$ cat src/rtl/mul_div_unit.sv
// Iterative HI/LO multiply/divide unit: shift-add multiply, restoring divide, MTHI/MTLO writes.
// Latency: MULT/DIV results land WIDTH+1 edges after the accepting edge; MTHI/MTLO land on the accepting edge.
// Backpressure: busy is high while an op is in flight; start is only taken in IDLE and never queued.
module mul_div_unit #(
  parameter int WIDTH = 32
) (
  input  logic             clk,
  input  logic             rst_n,
  input  logic             start,
  input  logic [2:0]       op,
  input  logic [WIDTH-1:0] src_a,
  input  logic [WIDTH-1:0] src_b,
  input  logic             flush,
  output logic             busy,
  output logic             done,
  output logic [WIDTH-1:0] hi,
  output logic [WIDTH-1:0] lo
);

  localparam int CW = $clog2(WIDTH);
  localparam logic [CW-1:0] LAST = CW'(WIDTH - 1);

  typedef enum logic [1:0] {S_IDLE, S_CALC, S_FIX} state_t;

  state_t           state;
  logic [WIDTH-1:0] m_reg;    // multiplicand or divisor magnitude
  logic [WIDTH-1:0] u_reg;    // product upper half / partial remainder
  logic [WIDTH-1:0] l_reg;    // multiplier bits / dividend bits becoming quotient
  logic             is_div;
  logic             neg_q;    // negate product or quotient at the end
  logic             neg_r;    // negate remainder (dividend was negative)
  logic             div0;
  logic [CW-1:0]    cnt;

  // Operand decode: op[2]==0 is arithmetic, op[0]==0 selects the signed flavour.
  logic             arith_op;
  logic             a_neg;
  logic             b_neg;
  logic [WIDTH-1:0] a_mag;
  logic [WIDTH-1:0] b_mag;

  // Magnitudes and sign flags of the incoming operands.
  always_comb begin
    arith_op = ~op[2];
    a_neg    = ~op[0] & src_a[WIDTH-1];
    b_neg    = ~op[0] & src_b[WIDTH-1];
    a_mag    = a_neg ? (~src_a + 1'b1) : src_a;
    b_mag    = b_neg ? (~src_b + 1'b1) : src_b;
  end

  // One multiply or divide iteration; sums are one bit wider so no carry or borrow is lost.
  logic [WIDTH:0]   mul_sum;
  logic [WIDTH:0]   div_shift;
  logic [WIDTH:0]   div_diff;
  logic [WIDTH-1:0] u_nxt;
  logic [WIDTH-1:0] l_nxt;

  always_comb begin
    mul_sum   = {1'b0, u_reg} + (l_reg[0] ? {1'b0, m_reg} : '0);
    div_shift = {u_reg, l_reg[WIDTH-1]};
    div_diff  = div_shift - {1'b0, m_reg};
    u_nxt     = u_reg;
    l_nxt     = l_reg;
    if (is_div) begin
      if (!div_diff[WIDTH]) begin
        u_nxt = div_diff[WIDTH-1:0];
        l_nxt = {l_reg[WIDTH-2:0], 1'b1};
      end else begin
        u_nxt = div_shift[WIDTH-1:0];
        l_nxt = {l_reg[WIDTH-2:0], 1'b0};
      end
    end else begin
      u_nxt = mul_sum[WIDTH:1];
      l_nxt = {mul_sum[0], l_reg[WIDTH-1:1]};
    end
  end

  // Sign correction of the finished magnitudes; a zero divisor forces an all-ones quotient.
  logic [2*WIDTH-1:0] prod_fix;
  logic [WIDTH-1:0]   q_fix;
  logic [WIDTH-1:0]   r_fix;
  logic [WIDTH-1:0]   hi_res;
  logic [WIDTH-1:0]   lo_res;

  always_comb begin
    prod_fix = neg_q ? (~{u_reg, l_reg} + 1'b1) : {u_reg, l_reg};
    q_fix    = div0 ? '1 : (neg_q ? (~l_reg + 1'b1) : l_reg);
    r_fix    = neg_r ? (~u_reg + 1'b1) : u_reg;
    hi_res   = is_div ? r_fix : prod_fix[2*WIDTH-1:WIDTH];
    lo_res   = is_div ? q_fix : prod_fix[WIDTH-1:0];
  end

  assign busy = (state != S_IDLE);

  // Control FSM plus datapath registers; flush overrides everything and drops the op silently.
  always_ff @(posedge clk or negedge rst_n) begin
    if (!rst_n) begin
      state  <= S_IDLE;
      hi     <= '0;
      lo     <= '0;
      done   <= 1'b0;
      cnt    <= '0;
      m_reg  <= '0;
      u_reg  <= '0;
      l_reg  <= '0;
      is_div <= 1'b0;
      neg_q  <= 1'b0;
      neg_r  <= 1'b0;
      div0   <= 1'b0;
    end else begin
      done <= 1'b0;
      if (flush) begin
        state <= S_IDLE;
      end else begin
        case (state)
          S_IDLE: begin
            if (start && arith_op) begin
              state  <= S_CALC;
              cnt    <= '0;
              is_div <= op[1];
              neg_q  <= a_neg ^ b_neg;
              neg_r  <= a_neg;
              div0   <= op[1] && (src_b == '0);
              m_reg  <= op[1] ? b_mag : a_mag;
              l_reg  <= op[1] ? a_mag : b_mag;
              u_reg  <= '0;
            end else if (start && op == 3'b100) begin
              hi <= src_a;
            end else if (start && op == 3'b101) begin
              lo <= src_a;
            end
          end
          S_CALC: begin
            u_reg <= u_nxt;
            l_reg <= l_nxt;
            cnt   <= cnt + 1'b1;
            if (cnt == LAST) begin
              state <= S_FIX;
            end
          end
          S_FIX: begin
            hi    <= hi_res;
            lo    <= lo_res;
            done  <= 1'b1;
            state <= S_IDLE;
          end
          default: state <= S_IDLE;
        endcase
      end
    end
  end

endmodule

$ cat config.mk
export PLATFORM = sky130hd
export DESIGN_NAME = mul_div_unit
export DESIGN_NICKNAME = d
export VERILOG_FILES = /design/src/rtl/mul_div_unit.sv
export SDC_FILE = /design/constraint.sdc
export NUM_CORES = 1
export LEC_CHECK = 0
export BUFFER_PORTS_ARGS = -buffer_cell sky130_fd_sc_hd__buf_4
export CAP_MARGIN = 10
export CORE_UTILIZATION = 60
export CTS_CLUSTER_DIAMETER = 150
export DETAILED_ROUTE_END_ITERATION = 10
export GPL_TIMING_DRIVEN = 0
export PLACE_DENSITY_LB_ADDON = 0.2
export SETUP_SLACK_MARGIN = 0.5
export SYNTH_ARGS = -nofsm -noshare
export SYNTH_HDL_FRONTEND = slang
export SYNTH_SLANG_ARGS = --single-unit
$ cat constraint.sdc
create_clock -name clk -period 3.7 [get_ports clk]
set_input_delay 0.185 -clock clk [delete_from_list [all_inputs] [get_ports clk]]
set_output_delay 0.185 -clock clk [all_outputs]
set_load 0.1 [all_outputs]
==> results by group <==
STA
  • Slew @ Worst Pin: 1.27 ns
  • Final Max Slew Viols: 0
  • Final min period: 3.48 ns
  • Fin Hold WS: 0.00973 ns
  • Max-slew headroom: 14.5%
  • Fin Setup TNS: 0 ns
  • Skew final: 0.0286 ns
  • Final setup vio count: 0
  • Worst Slack Setup Final: 0.217 ns
  • Period utilization: 94.1%
  • RSZ-0062 raised after global routing: yes
  • Fin. Hold Viols: 0
  • FMAX: 0.287 GHz

Setup path
  • Critical path origin: u_reg[13]
  • CP dominant cell by count: nand2_1
  • Critical path class: reg2reg
  • R2r startpoint: u_reg[13]
  • Delay-heaviest family, CP: compound AO/OA/AOI/OAI gates
  • Crit path arrival time: 3.84 ns
  • CP Launch Type: flop
  • Crit. End Element: flop
  • CP required: 4.06 ns
  • Worst Path Buf+Inv: 4
  • Cell-by-cell trace of the critical path: ha_1 > nand2_1 > nand2_1 > nand2_1 > a21oi_2 > buf_6 > a311o_1 > a21o_4 > and2_4 > buf_8 > buf_12 > buf_6 > mux2_4 > o21ai_1
  • Cell at the slowest stage of the critical path: dfrtp_1
  • Worst stage delay on the critical path: 0.60 ns
  • CP Max Fanout: 7

Floorplanning
  • I/O pin total: 137
  • Core Footprint: 0.0243 mm2
  • Std cell rows: 57
  • Die area: 0.0254 mm2
  • Die Ht: 159 um
  • Die width: 159 um
  • Initial core utilization: 61.0%

Detailed routing
  • Routed vias/inst: 6.84
  • Final ANT Viol Nets: 0
  • M1 wire length: 23.0 mm
  • Met3 wire len: 8.28 mm
  • Drt wl/cell: 25.0 um
  • DR iter-0 viols: 2,593
  • Residual DRC: 0
  • Via count: 16,800
  • Met2 WL: 26.2 mm
  • Pre-antenna DRT Iters: 8
  • Top Metal Used: met5
  • Detailed Route WL: 61.5 mm

Logic synthesis
  • Number of synthesis warnings: 0
  • Synthesized cell area: 0.0148 mm2
  • Synth top area cells: dfrtp_1, o21ai_0, mux2i_1
  • Yosys top cell area share: 29.0%
  • Dominant synthesized flop cell: dfrtp_1
  • Async S/R FF share, synth: 100%
  • Register area share after synthesis: 29.0%
  • Post-synth EDFFs: 0
  • Yosys cell types: 72
  • Post-synthesis register bit count: 172
  • Mean post-synth cell area: 7.83 um2
  • Most area-hungry cell type in the Yosys netlist: dfrtp_1
  • Cells after Synth: 1,894
  • Syn nets: 2,037

Power and ir drop
  • Logic gate share of total power: 69.9%
  • Leak Pwr: 8.22 nW
  • Switching power: 0.00972 W
  • Power Dens Cells: 959 mW/mm2
  • Reg power frac: 19.4%
  • Switching Fraction: 54.4%
  • Clk pwr share: 10.7%
  • VDD IR-drop max: 0.788 mV
  • Int Pwr: 0.00814 W

Run status
  • Status: complete, no violations

Final layout
  • Seq. cell area: 0.00432 mm2
  • Commonest non-fill, non-tap cells in the layout: nand2_1, buf_4, nor2_1
  • Layout cells sized above 1: 20.6%
  • Filler cell count: 1,768
  • Fin util: 76.6%
  • Commonest non-fill, non-tap cell in the layout: nand2_1
  • Nets: 2,262
  • Area of the multi-input gates: 0.0108 mm2
  • P&R area growth vs syn: 25.5%
  • Cell area after layout: 0.0186 mm2

Hold path
  • Hold path startpoint: flush
  • Worst Hold Class: in2reg

Global routing
  • Congestion Overflow GR: 0
  • Largest net degree at the start of global routing: 107
  • Vias in the first global route: 15,600
  • Initial antenna violation count: 3
  • GR Util All Layers: 45.9%
  • First-pass GRT wire length: 89.5 mm

Place
  • Post-DP Area: 0.0163 mm2
  • Gpl congestion: 1.02
  • DP Worst Slack: -0.897 ns
  • Post-DP HPWL: 43.3 mm
  • Port Buffers: 134

Clock network
  • CTS tree: built
  • Num CTS Buffers: 17
  • CTS Root Cell: clkbuf_16
  • Sink Count: 172
  • CTS HTree Levels: 4
  • Clock slew at reported path FFs: 0.10 ns
  • Clock Latency Late Sink: 0.47 ns
  • Longest Clk Path Bufs: 2

Job
  • Max-Cap Viols: 0
[power groups by stage]
stage                     Combinational, W  Sequential [W]  Clock, W
after global placement             0.00962         0.00335         0
final                               0.0125         0.00346   0.00192
after global routing                0.0131         0.00350   0.00197
after CTS                           0.0111         0.00336   0.00189
after floorplan                    0.00599         0.00460         0
after detailed placement           0.00982         0.00339         0
[metal layers]
metal	global-route usage, %	vias to the layer above
li1	-	7246
met5	0	-
met1	62.3	7885
met2	69.2	1347
met4	23.0	2
met3	10.2	329
[path summary, 6_finish.rpt]
check,to,slack (ns),cells after the start
min,state[0],0.01,2
max in group asynchronous,u_reg[19],2.38,3
max reg2reg,u_reg[1],0.22,14
max,u_reg[1],0.22,14
min in group asynchronous,hi[5],0.26,2
min reg2reg,hi[29],0.48,2
[repair_timing]
| action | CTS | global route |
|---|---|---|
| hold buffers | 1 | 0 |
| endpoints found under the hold margin | 66 | 0 |
| setup buffers | 33 | 33 |
| gates cloned | 2 | 1 |
| resized for setup | 191 | 134 |
| endpoints found under the setup margin | 82 | 80 |
| pin swaps | 43 | 62 |
[cells in the mapped netlist (5+ instances only)]
master	number
o22ai_1	21
xor2_1	75
nor2_1	183
and3_1	9
nor2b_1	17
a21oi_1	166
a31o_2	6
o211ai_1	20
o31ai_1	22
mux2_2	15
nor4_1	12
or4_1	13
o41ai_1	16
o21a_1	9
nand3_1	29
dfrtp_1	172
and2_1	14
a21o_1	27
inv_1	62
or2_2	6
or3_1	7
a211oi_1	14
xnor2_1	96
a31oi_1	14
buf_2	5
a22oi_1	25
ha_1	70
mux2i_1	96
nand2_1	219
nand4_1	10
clkbuf_1	96
buf_1	11
nand2b_1	22
nor3_1	28
o21ai_0	218
[layout make-up]
class	count	share of cell area (%)
diodes	2	0.0269
repair buffers	206	8.89
clock buffers	17	2.28
plain buffers	114	3.21
well taps	324	2.18
clock inverters	15	0.914
multi-input cells	1546	58.0
flip-flops and latches	172	23.2
inverters	62	1.30
[cell families (layout without fill, tap and decap cells)]
kind of cell,after synthesis,in the layout,share of synthesized area (%)
compound gates,608,608,24.8
simple gates,584,584,17.8
buf+inv,176,414,4.60
flops,172,172,29.0
xor+xnor,171,171,10.1
mux,111,111,7.61
fa+ha+maj,72,72,6.17
other cells,0,2,0
[metrics by stage]
step                      power (W)  cells
after detailed placement     0.0132   2353
after global routing         0.0186   2457
after global placement       0.0130   2352
after CTS                    0.0163   2421
final                        0.0179   2458
after floorplan              0.0106   1894
Power figures use the tool's default switching activity.
